### config.mk
export PLATFORM = sky130hd
export DESIGN_NAME = multicycle_control_flat
export DESIGN_NICKNAME = d
export VERILOG_FILES = /design/src/rtl/mc_ctrl_pkg.sv /design/src/rtl/multicycle_control_if.sv /design/src/rtl/mc_ctrl_decode.sv /design/src/rtl/multicycle_control.sv /design/src/flat_wrapper.sv
export SDC_FILE = /design/constraint.sdc
export NUM_CORES = 1
export LEC_CHECK = 0
export BUFFER_PORTS_ARGS = -buffer_cell sky130_fd_sc_hd__buf_2
export CORE_MARGIN = 2
export CORE_UTILIZATION = 30
export CTS_CLUSTER_SIZE = 14
export DETAILED_ROUTE_END_ITERATION = 10
export GPL_TIMING_DRIVEN = 0
export PLACE_DENSITY = 0.68
export SYNTH_ARGS = -nofsm -noshare
export SYNTH_HDL_FRONTEND = slang
export SYNTH_SLANG_ARGS = --single-unit
### constraint.sdc
create_clock -name clk -period 1.95 [get_ports clk]
set_clock_uncertainty 0.15 [all_clocks]
set_input_delay 0.0975 -clock clk [delete_from_list [all_inputs] [get_ports clk]]
set_output_delay 0.0975 -clock clk [all_outputs]
set_load 0.005 [all_outputs]
### src/rtl/mc_ctrl_pkg.sv
// mc_ctrl_pkg: shared states, opcodes, select codes and control bundle for the multi-cycle control FSM
package mc_ctrl_pkg;
    localparam int OP_W = 6;
    localparam int ST_W = 4;

    typedef enum logic [ST_W-1:0] {
        IDLE      = 4'd0,
        FETCH     = 4'd1,
        DECODE    = 4'd2,
        MEM_ADDR  = 4'd3,
        MEM_READ  = 4'd4,
        MEM_WB    = 4'd5,
        MEM_WRITE = 4'd6,
        EXECUTE   = 4'd7,
        R_WB      = 4'd8,
        BRANCH    = 4'd9,
        JUMP      = 4'd10,
        ADDI_EXEC = 4'd11,
        ADDI_WB   = 4'd12
    } state_t;

    localparam logic [OP_W-1:0] OP_RTYPE = 6'b000000;
    localparam logic [OP_W-1:0] OP_LW    = 6'b100011;
    localparam logic [OP_W-1:0] OP_SW    = 6'b101011;
    localparam logic [OP_W-1:0] OP_BEQ   = 6'b000100;
    localparam logic [OP_W-1:0] OP_J     = 6'b000010;
    localparam logic [OP_W-1:0] OP_ADDI  = 6'b001000;

    localparam logic [1:0] ALUOP_ADD   = 2'b00;
    localparam logic [1:0] ALUOP_SUB   = 2'b01;
    localparam logic [1:0] ALUOP_FUNCT = 2'b10;

    localparam logic [1:0] SRCB_REG    = 2'b00;
    localparam logic [1:0] SRCB_FOUR   = 2'b01;
    localparam logic [1:0] SRCB_IMM    = 2'b10;
    localparam logic [1:0] SRCB_IMM_SH = 2'b11;

    localparam logic [1:0] PCSRC_ALU    = 2'b00;
    localparam logic [1:0] PCSRC_ALUOUT = 2'b01;
    localparam logic [1:0] PCSRC_JUMP   = 2'b10;

    typedef struct packed {
        logic       mem_req;
        logic       mem_read;
        logic       mem_write;
        logic       i_or_d;
        logic       ir_write;
        logic       pc_write;
        logic       pc_write_cond;
        logic [1:0] pc_source;
        logic       alu_src_a;
        logic [1:0] alu_src_b;
        logic [1:0] alu_op;
        logic       reg_dst;
        logic       mem_to_reg;
        logic       reg_write;
        logic       illegal_op;
        logic       retire;
    } ctrl_t;

    // Dispatch target out of DECODE; FETCH doubles as the "unrecognised opcode" result.
    function automatic state_t dispatch(input logic [OP_W-1:0] op);
        case (op)
            OP_LW, OP_SW: return MEM_ADDR;
            OP_RTYPE:     return EXECUTE;
            OP_BEQ:       return BRANCH;
            OP_J:         return JUMP;
            OP_ADDI:      return ADDI_EXEC;
            default:      return FETCH;
        endcase
    endfunction
endpackage

### src/rtl/multicycle_control_if.sv
// multicycle_control_if: request/ready handshake to the shared instruction/data memory
interface multicycle_control_if;
    logic mem_req;
    logic mem_ready;
    logic mem_read;
    logic mem_write;
    logic i_or_d;

    modport master (output mem_req, mem_read, mem_write, i_or_d, input mem_ready);
    modport slave  (input mem_req, mem_read, mem_write, i_or_d, output mem_ready);
endinterface

### src/rtl/mc_ctrl_decode.sv
// mc_ctrl_decode: combinational state + mem_ready -> datapath control decode
module mc_ctrl_decode
    import mc_ctrl_pkg::*;
(
    input  state_t          state,
    input  logic            mem_ready,
    input  logic [OP_W-1:0] opcode,
    output ctrl_t           ctrl
);
    // Moore decode; only the fetch latch strobes and the store retire follow mem_ready.
    always_comb begin
        ctrl = '0;
        case (state)
            FETCH: begin
                ctrl.mem_req   = 1'b1;
                ctrl.mem_read  = 1'b1;
                ctrl.alu_src_b = SRCB_FOUR;
                ctrl.ir_write  = mem_ready;
                ctrl.pc_write  = mem_ready;
            end
            DECODE: begin
                ctrl.alu_src_b  = SRCB_IMM_SH;
                ctrl.illegal_op = dispatch(opcode) == FETCH;
            end
            MEM_ADDR, ADDI_EXEC: begin
                ctrl.alu_src_a = 1'b1;
                ctrl.alu_src_b = SRCB_IMM;
            end
            MEM_READ: begin
                ctrl.mem_req  = 1'b1;
                ctrl.mem_read = 1'b1;
                ctrl.i_or_d   = 1'b1;
            end
            MEM_WB: begin
                ctrl.mem_to_reg = 1'b1;
                ctrl.reg_write  = 1'b1;
                ctrl.retire     = 1'b1;
            end
            MEM_WRITE: begin
                ctrl.mem_req   = 1'b1;
                ctrl.mem_write = 1'b1;
                ctrl.i_or_d    = 1'b1;
                ctrl.retire    = mem_ready;
            end
            EXECUTE: begin
                ctrl.alu_src_a = 1'b1;
                ctrl.alu_op    = ALUOP_FUNCT;
            end
            R_WB: begin
                ctrl.reg_dst   = 1'b1;
                ctrl.reg_write = 1'b1;
                ctrl.retire    = 1'b1;
            end
            BRANCH: begin
                ctrl.alu_src_a     = 1'b1;
                ctrl.alu_op        = ALUOP_SUB;
                ctrl.pc_write_cond = 1'b1;
                ctrl.pc_source     = PCSRC_ALUOUT;
                ctrl.retire        = 1'b1;
            end
            JUMP: begin
                ctrl.pc_write  = 1'b1;
                ctrl.pc_source = PCSRC_JUMP;
                ctrl.retire    = 1'b1;
            end
            ADDI_WB: begin
                ctrl.reg_write = 1'b1;
                ctrl.retire    = 1'b1;
            end
            default: ctrl = '0;
        endcase
    end
endmodule

### src/rtl/multicycle_control.sv
// multicycle_control: main FSM sequencing fetch/decode/execute/memory/write-back
module multicycle_control
    import mc_ctrl_pkg::*;
(
    input  logic                 clk,
    input  logic                 rst_n,
    input  logic [OP_W-1:0]      opcode,
    multicycle_control_if.master mem,
    output logic                 ir_write,
    output logic                 pc_write,
    output logic                 pc_write_cond,
    output logic [1:0]           pc_source,
    output logic                 alu_src_a,
    output logic [1:0]           alu_src_b,
    output logic [1:0]           alu_op,
    output logic                 reg_dst,
    output logic                 mem_to_reg,
    output logic                 reg_write,
    output logic                 illegal_op,
    output logic                 retire,
    output logic [ST_W-1:0]      state_dbg
);
    state_t state, state_nxt;
    logic   is_store;
    ctrl_t  ctrl;

    // Next-state selection; opcode is consulted only in DECODE.
    always_comb begin
        state_nxt = IDLE;
        case (state)
            IDLE:                         state_nxt = FETCH;
            FETCH:                        state_nxt = mem.mem_ready ? DECODE : FETCH;
            DECODE:                       state_nxt = dispatch(opcode);
            MEM_ADDR:                     state_nxt = is_store ? MEM_WRITE : MEM_READ;
            MEM_READ:                     state_nxt = mem.mem_ready ? MEM_WB : MEM_READ;
            MEM_WRITE:                    state_nxt = mem.mem_ready ? FETCH : MEM_WRITE;
            EXECUTE:                      state_nxt = R_WB;
            ADDI_EXEC:                    state_nxt = ADDI_WB;
            MEM_WB, R_WB, BRANCH, JUMP, ADDI_WB: state_nxt = FETCH;
            default:                      state_nxt = IDLE;
        endcase
    end

    // State register; is_store remembers lw vs sw past DECODE so later opcode changes are ignored.
    always_ff @(posedge clk or negedge rst_n) begin
        if (!rst_n) begin
            state    <= IDLE;
            is_store <= 1'b0;
        end else begin
            state <= state_nxt;
            if (state == DECODE) is_store <= opcode == OP_SW;
        end
    end

    mc_ctrl_decode u_decode (
        .state     (state),
        .mem_ready (mem.mem_ready),
        .opcode    (opcode),
        .ctrl      (ctrl)
    );

    assign mem.mem_req   = ctrl.mem_req;
    assign mem.mem_read  = ctrl.mem_read;
    assign mem.mem_write = ctrl.mem_write;
    assign mem.i_or_d    = ctrl.i_or_d;
    assign ir_write      = ctrl.ir_write;
    assign pc_write      = ctrl.pc_write;
    assign pc_write_cond = ctrl.pc_write_cond;
    assign pc_source     = ctrl.pc_source;
    assign alu_src_a     = ctrl.alu_src_a;
    assign alu_src_b     = ctrl.alu_src_b;
    assign alu_op        = ctrl.alu_op;
    assign reg_dst       = ctrl.reg_dst;
    assign mem_to_reg    = ctrl.mem_to_reg;
    assign reg_write     = ctrl.reg_write;
    assign illegal_op    = ctrl.illegal_op;
    assign retire        = ctrl.retire;
    assign state_dbg     = state;
endmodule

### src/flat_wrapper.sv
// flat-port wrapper written by rule: the top's interface ports become plain ports
module multicycle_control_flat import mc_ctrl_pkg::*;
  (clk, rst_n, opcode, ir_write, pc_write, pc_write_cond, pc_source, alu_src_a, alu_src_b, alu_op, reg_dst, mem_to_reg, reg_write, illegal_op, retire, state_dbg, mem_mem_req, mem_mem_read, mem_mem_write, mem_i_or_d, mem_mem_ready);
  multicycle_control_if mem_i ();
  input  logic clk;
  input  logic rst_n;
  input  logic [OP_W-1:0] opcode;
  output logic ir_write;
  output logic pc_write;
  output logic pc_write_cond;
  output logic [1:0] pc_source;
  output logic alu_src_a;
  output logic [1:0] alu_src_b;
  output logic [1:0] alu_op;
  output logic reg_dst;
  output logic mem_to_reg;
  output logic reg_write;
  output logic illegal_op;
  output logic retire;
  output logic [ST_W-1:0] state_dbg;
  output wire logic [$bits(mem_i.mem_req)-1:0] mem_mem_req;
  output wire logic [$bits(mem_i.mem_read)-1:0] mem_mem_read;
  output wire logic [$bits(mem_i.mem_write)-1:0] mem_mem_write;
  output wire logic [$bits(mem_i.i_or_d)-1:0] mem_i_or_d;
  input wire logic [$bits(mem_i.mem_ready)-1:0] mem_mem_ready;
  assign mem_mem_req = mem_i.mem_req;
  assign mem_mem_read = mem_i.mem_read;
  assign mem_mem_write = mem_i.mem_write;
  assign mem_i_or_d = mem_i.i_or_d;
  assign mem_i.mem_ready = mem_mem_ready;
  multicycle_control u_core (.clk(clk), .rst_n(rst_n), .opcode(opcode), .mem(mem_i), .ir_write(ir_write), .pc_write(pc_write), .pc_write_cond(pc_write_cond), .pc_source(pc_source), .alu_src_a(alu_src_a), .alu_src_b(alu_src_b), .alu_op(alu_op), .reg_dst(reg_dst), .mem_to_reg(mem_to_reg), .reg_write(reg_write), .illegal_op(illegal_op), .retire(retire), .state_dbg(state_dbg));
endmodule
### Word-level counts from Yosys, hierarchy flattened

Index checks and enable logic that the tools add are counted.

* register bits: 5
* bits in latches: 0
* bits in writable memories: 0
* ROM bits: 0
* input port bits: 9
* output and inout port bits: 23
* logic and storage cells: 54
* memories: 0

* add/sub/neg operators: 0
* $mul: 0
* div/mod/pow operators: 0
* magnitude comparators: 0
* eq/ne operators: 18
* shifts and indexed selects: 0
* multiplexer cells: 23
* bitwise operators: 0
* reduce and logical (&&, ||, !) cells: 11

Operator list (number)
* 4-bit case mux with 8 select lines: 1
* 4-bit equality test (second input constant): 5
* 4-bit case mux with 5 select lines: 1
* 4-bit by 3-bit equality test with 1-bit output (second input constant): 4
* 6-bit equality test (second input constant): 2
* 1-bit 2-to-1 mux: 12
* 4-bit by 1-bit equality test with 1-bit output (second input constant): 2
* 4-bit by 2-bit equality test with 1-bit output (second input constant): 2
* 2-bit case mux with 2 select lines: 2
* 2-bit OR reduction: 4
* 6-bit by 2-bit equality test with 1-bit output (second input constant): 1
* 6-bit by 3-bit equality test with 1-bit output (second input constant): 1
* 6-bit by 4-bit equality test with 1-bit output (second input constant): 1
* 6-bit logical NOT: 1
* 2-bit case mux with 3 select lines: 1
* 3-bit OR reduction: 2
* 6-bit OR reduction: 1
* 5-bit OR reduction: 1
* 4-bit logical NOT: 1
* 2-bit 2-to-1 mux: 2
* 4-bit 2-to-1 mux: 1
* 1-bit case mux with 2 select lines: 2
* 4-bit OR reduction: 1
* 3-bit 2-to-1 mux: 1

### Depth between registers and ports, before layout

Gate-level depths: netlist of the first run.

* depth in word-level cells: 6
* gate-level depth with buffers: 5
* gate-level depth less buffers: 3

### Modules after synthesis

A second synthesis of the first run with hierarchy kept.

* cell total of the unflattened synthesis: 83
* area total of the unflattened synthesis: 641.9 um2

By module, submodules not included
* multicycle_control: times used 1, cells each 40, area an instance 370.4 um2, sequential area each 125.1 um2
* mc_ctrl_decode: times used 1, cells each 43, area an instance 271.5 um2, sequential area each 0.0 um2

### Worst setup path after synthesis of the first run

OpenSTA, ideal clock, no wires.

* path type: reg-to-output
* from: register u_core.state[0], in the netlist u_core.state_dbg[0]
* to: output port illegal_op
* arrival time: 1.346 ns
* setup slack: 0.357 ns
* stages on the path, launching flop included: 5
* path buffers: 1
* path through: dfrtp_1 clkbuf_1 or4b_1 a21oi_1 and2_1

* word-level cells in the longest chain between the ends: 2

Ends and longest elaborated chain
* start: declaration: RTL line multicycle_control.sv:23 `state_t state, state_nxt;`
* start signal: assignment: RTL line multicycle_control.sv:50 `state <= state_nxt;`
* 4-bit by 2-bit equality test with 1-bit output: RTL line mc_ctrl_decode.sv:13 `case (state)`
* 1-bit 2-to-1 mux: RTL line mc_ctrl_decode.sv:13
* end: declaration: RTL line flat_wrapper.sv:18 `output logic illegal_op;`

Every way passes these cells.

### Worst setup path in the final report of the first run

* from: register u_core.state[1], in the netlist u_core.state_dbg[1]
* to: output port pc_write

* word-level cells in the longest chain between the ends: 2
* elaborated cells between the ends (all ways): 3
* those cells by class: eq/ne (2); mux (1)

Ends and longest elaborated chain
* 4-bit equality test / 4-bit by 1-bit equality test with 1-bit output (equally long branches): RTL line mc_ctrl_decode.sv:13
* 1-bit case mux with 2 select lines *: RTL line mc_ctrl_decode.sv:13
* end: declaration: RTL line flat_wrapper.sv:9 `output logic pc_write;`

Every way passes the cells marked *; elsewhere a longest branch is shown, timed or not.

==> results of run 1 <==
-- per-layer routing --
metal / track usage / part of all wire / up-vias
met1: 0.2180 / 0.46 / 333
li1: - / - / 366
met4: 0.06486 / 0.0083 / 0
met2: 0.2720 / 0.48 / 26
met5: 0 / 0 / -
met3: 0.03396 / 0.053 / 2
-- how the worst min path moves through the flow --
stage,from,end,depth (start not counted)
after global routing,opcode[4],u_core.state_dbg[3]$_DFF_PN0_,3
after detailed placement,rst_n,u_core.state_dbg[3]$_DFF_PN0_,1
after global placement,rst_n,u_core.state_dbg[0]$_DFF_PN0_,1
after CTS,opcode[4],u_core.state_dbg[3]$_DFF_PN0_,3
final,opcode[4],u_core.state_dbg[3]$_DFF_PN0_,3
after floorplan,rst_n,u_core.is_store$_DFFE_PN0P_,0
-- layout make-up --
type,count,area [um^2],area share
plain buffers,6,31.28,0.03759
clock buffers,4,26.28,0.03158
inverters,3,11.26,0.01353
multi-input cells,68,411.6,0.4947
flip-flops and latches,5,127.6,0.1534
well taps,25,31.28,0.03759
repair buffers,35,192.7,0.2316
-- critical path: cells and delay by family (launching register included) --
| kind | cells | cell delay (ps) |
|---|---|---|
| AOI/OAI and AO/OA | 1 | 210 |
| buffers and inverters | 2 | 530 |
| DFF | 1 | 470 |
| and+or+nand+nor | 2 | 160 |
-- what timing repair did --
item / CTS / global route
resized for setup: 3 / 2
cloned: 0 / 0
buffers inserted: 0 / 1
endpoints found under the setup margin: 2 / 3
hold buffers: 3 / 0
endpoints found under the hold margin: 7 / 0
-- state kept, by name, summed over array words and instances, names as in the netlist --
| register | count |
|---|---|
| u_core.state_dbg | 4 |
| u_core.is_store | 1 |
-- power groups by stage --
stage	registers, mW	clock network [mW]	logic [mW]
finish	0.202	0.121	0.593
CTS	0.179	0.125	0.617
global placement	0.179	0	0.592
global route	0.209	0.135	0.669
floorplan	0.172	0	0.384
detailed placement	0.180	0	0.601
-- metrics by stage --
stage          worst slack [ps]  std cells
3_3_place_gp              189.5        139
5_1_grt                   3.776        146
6_report                  86.09        146
2_1_floorplan             356.8         83
4_1_cts                   22.41        146
3_5_place_dp              200.6        139
-- placed cells by master (no fill, tap or decap), drive strengths merged, types with 4 or more instances in the layout --
cell type,synthesis,routed
clkbuf,5,8
nor2,12,12
a21oi,6,6
nand2b,6,6
o21ai,7,7
buf,2,34
nor2b,5,5
nand2,4,4
dfrtp,5,5
-- logic make-up after synthesis --
logic type,share of synthesized area
simple gates,0.3939
compound gates,0.2749
buf+inv,0.07792
flops,0.2165
mux,0.01732
fa+ha+maj,0.01948
==> qor.txt, run 1 <==
Area Overhead vs Synth -> 43.94%
Grt ovf -> 0
Pwr Density -> 1101 mW/mm^2
MaxCap Viol Count -> 0
Yosys top cell by area -> dfrtp_1
Crit-path cells -> clkbuf_1 > nor2_1 > a32oi_1 > nor2_1 > buf_2
NumNets Final -> 131
Worst Setup EP -> pc_write
Gate power share -> 0.647
CTS tree -> yes
Initial Utilization -> 0.3277
HPWL Detailed -> 1303 um
Status -> finished, final reports clean
Seq pwr share -> 0.220
Int Pwr -> 0.5041 mW
Mapped Area -> 578.1 um^2
Hold Path Class -> in -> reg
Synth unique cells -> 32
Crit-path slowest cell -> dfrtp_1
Most used DFF post-synth -> dfrtp_1
Sequential fraction of the synthesis area -> 0.2165
Tot GR Track Use -> 0.1679
Worst skew pair latency -> 240 ps
Switching power -> 0.4122 mW
Vias in the first global route -> 613
Fmax -> 0.5365 GHz
Worst vdd ir -> 0.4684 mV
Site row count -> 15
Top cells by count, synth -> 12 x nor2_1, 6 x a21oi_1, 6 x nand2b_1
Switching fraction of total power -> 0.4498
CP Max Fanout -> 10
Vias per cell -> 4.979
RSZ-0062 raised after global routing -> no
Post-route cell area -> 832.0 um^2
Via Count -> 727
Arr. time, crit path -> 1620 ps
DP Area -> 764.5 um^2
Type of the worst setup path -> reg -> out
Clock Path Buffers -> 2
Drt wl/cell -> 11.55 um
R2r setup slk -> 360 ps
Pins Over Slew Limit -> 0
GPL Wtd Cong -> 0.8178
ANT nets after route -> 0
FF-to-FF End -> u_core.state_dbg[2]$_DFF_PN0_
Fin crit period -> 1864 ps
Initial antenna violation count -> 0
WP data required -> 1700 ps
Syn nets -> 92
First-pass GRT wire length -> 2684 um
Top cell type's share of synthesized area -> 0.2165
Clock Power Share -> 0.132
Fin crit share -> 0.9559
Critical path's most frequent cell -> nor2_1
Crit. End Element -> output pin
Ports -> 32
Syn_area_per_cell -> 6.965 um^2
Total power -> 0.9162 mW
Slew margin rel. -> 0.7121
Ranking of synthesized cells by area -> dfrtp_1 22%, nor2_1 7.8%, nand2b_1 6.5%
Mapped Cells -> 83
H-tree depth -> 1
Total wire length -> 1687 um
First-pass DRT Iterations -> 4
Largest net degree at the start of global routing -> 11
Post-layout util -> 0.4716
Number of fill cells -> 204
Die Y -> 47.90 um
Hold Slack -> 2.365 ps
Yosys Warn Count -> 0
Final Hold Viols -> 0
Synth Register Bits -> 5
CTS root buf -> clkbuf_4
Drc violations -> 0
Post-synthesis async set-or-reset flop share -> 1.000
Fin Setup TNS -> 0 ps
Buffers on Ports -> 31
Static Leakage -> 0.4073 nW
CP peak stage delay -> 470 ps
Layout cells sized above 1 -> 0.3802
Core ar. -> 0.001764 mm^2
Reg2Reg Depth -> 4
Antenna cells -> 0
Crit path launch type -> register
DRT iter0 DRCs -> 24
RR Startpoint -> u_core.state_dbg[2]$_DFF_PN0_
CP startpoint -> u_core.state_dbg[1]$_DFF_PN0_
CTS Buf Count -> 3
CTS Sinks -> 5
Slew @ Worst Pin -> 431.8 ps
Chip width -> 47.90 um
Reg clk slew, reported paths -> 40 ps
EDFF count, synth -> 0
Count leader, synth -> nor2_1
Die area -> 0.002294 mm^2
Number of setup violations in the final report -> 0
(Power assumes the default switching activity.)
==> run 2, diff against run 1 <==
- MAX_ROUTING_LAYER: default -> met4
==> qor.txt, run 2 (synthesized netlist as in run 1, its figures left out) <==
Drt wl/cell -> 11.51 um
Hold Startpoint -> opcode[4]
Die Y -> 47.90 um
Status -> finished, final reports clean
Most common cell after layout, fill and taps aside -> buf_2
Switching power -> 0.4111 mW
Reg2Reg Depth -> 4
CTS root buf -> clkbuf_4
RSZ-0062 raised after global routing -> no
Drc violations -> 0
Fmax -> 0.5379 GHz
Antenna cells -> 0
Largest net degree at the start of global routing -> 11
Crit-path slowest cell -> dfrtp_1
Total wire length -> 1680 um
Vias in the first global route -> 613
Crit-path cells -> clkbuf_1 > nor2_1 > a32oi_1 > nor2_1 > buf_2
CP peak stage delay -> 470 ps
Most frequent cells in the layout -> 31 x buf_2, 12 x nor2_1, 6 x nand2b_1, 6 x a21oi_1, 5 x nor2b_1
Reg clk slew, reported paths -> 40 ps
Arr. time, crit path -> 1610 ps
Fin Setup TNS -> 0 ps
Clock Power Share -> 0.132
CTS tree -> yes
ANT nets after route -> 0
Pins Over Slew Limit -> 0
Ports -> 32
Slew margin rel. -> 0.7200
Layout cells sized above 1 -> 0.3802
Initial Utilization -> 0.3277
Site row count -> 15
Worst vdd ir -> 0.4674 mV
WP data required -> 1700 ps
RR Startpoint -> u_core.state_dbg[2]$_DFF_PN0_
GPL Wtd Cong -> 0.8300
Grt ovf -> 0
First-pass GRT wire length -> 2684 um
CTS Buf Count -> 3
CTS Sinks -> 5
Largest register FFs -> 4
Critical path's most frequent cell -> nor2_1
Type of the worst setup path -> reg -> out
Number of setup violations in the final report -> 0
Int Pwr -> 0.5041 mW
Pwr Density -> 1100 mW/mm^2
Fin crit period -> 1859 ps
MaxCap Viol Count -> 0
DRT iter0 DRCs -> 19
Core ar. -> 0.001764 mm^2
Inst Count DP -> 139
Crit. End Element -> output pin
Fin crit share -> 0.9533
Hold Path Class -> in -> reg
Post-route insts no fill -> 146
Initial antenna violation count -> 0
R2r setup slk -> 350 ps
Seq pwr share -> 0.220
Die area -> 0.002294 mm^2
NumNets Final -> 131
Final Hold Viols -> 0
WHS Endpoint -> u_core.state_dbg[3]$_DFF_PN0_
CP Max Fanout -> 10
Tot GR Track Use -> 0.1732
Gate power share -> 0.647
Vias per cell -> 5.000
Hold depth -> 3
Clock Path Buffers -> 2
Static Leakage -> 0.4073 nW
Via Count -> 730
Switching fraction of total power -> 0.4492
Area Overhead vs Synth -> 43.94%
HPWL Detailed -> 1303 um
H-tree depth -> 1
Crit path launch type -> register
Worst skew pair latency -> 240 ps
Buffers on Ports -> 31
First-pass DRT Iterations -> 4
Slew @ Worst Pin -> 420.0 ps
Chip width -> 47.90 um
FF-to-FF End -> u_core.state_dbg[2]$_DFF_PN0_
## run 2: cell counts in the layout (fill, tap and decap cells not counted)
Identical to the previous run, type by type.
## run 2: power by group through the flow
stage	Sequential (mW)	Clock [mW]	Combinational, mW
3_3_place_gp	0.179	0	0.592
6_report	0.202	0.121	0.592
5_1_grt	0.209	0.135	0.669
2_1_floorplan	0.172	0	0.384
4_1_cts	0.179	0.125	0.617
3_5_place_dp	0.180	0	0.601
## run 2: worst max path at each step
stage / startpoint / to / slack, ps / cells past startpoint
finish: u_core.state_dbg[1]$_DFF_PN0_ / pc_write / 90 / 5
global route: u_core.state_dbg[2]$_DFF_PN0_ / mem_i_or_d / 4 / 3
CTS: u_core.state_dbg[0]$_DFF_PN0_ / illegal_op / 20 / 5
detailed placement: u_core.state_dbg[0]$_DFF_PN0_ / illegal_op / 200 / 5
global placement: u_core.state_dbg[0]$_DFF_PN0_ / illegal_op / 190 / 5
floorplan: u_core.state_dbg[0]$_DFF_PN0_ / illegal_op / 360 / 4
## run 2: critical path: cells and delay by family (launching register included)
kind,cells,cell delay [ps]
DFF,1,470
AOI/OAI and AO/OA,1,210
buffers and inverters,2,520
and+or+nand+nor,2,160
## run 2: layer usage
layer / up-vias / wire (um) / GRT usage
met5: - / 0 / -
met4: 0 / 14 / 0.06486
met3: 2 / 97 / 0.03396
met2: 29 / 808 / 0.2720
met1: 331 / 760 / 0.2180
li1: 368 / - / -
## run 2: repair_timing
item                       in CTS  in global routing
resized for setup               3                  2
setup endpoints to repair       2                  3
hold buffers                    3                  0
buffers inserted                0                  1
hold endpoints to repair        7                  0
## run 2: stage by stage
step	hold WS, ps	utilization	setup slack, ps	power (mW)	instance area [um^2]
after floorplan	-348.1	-	356.8	0.5562	578.1
after global placement	-237.9	0.4333	189.5	0.7705	764.5
after detailed placement	-235.9	0.4333	200.6	0.7813	764.5
after CTS	0.8715	0.4688	22.41	0.9208	827.0
after global routing	10.23	0.4716	3.777	1.013	832.0
final	2.798	0.4716	91.02	0.9152	832.0
## run 2: cell type report
type | count | area, um^2
inverters | 3 | 11.26
fillers | 204 | 932.1
well taps | 25 | 31.28
plain buffers | 6 | 31.28
flip-flops and latches | 5 | 127.6
repair buffers | 35 | 192.7
clock buffers | 4 | 26.28
multi-input cells | 68 | 411.6
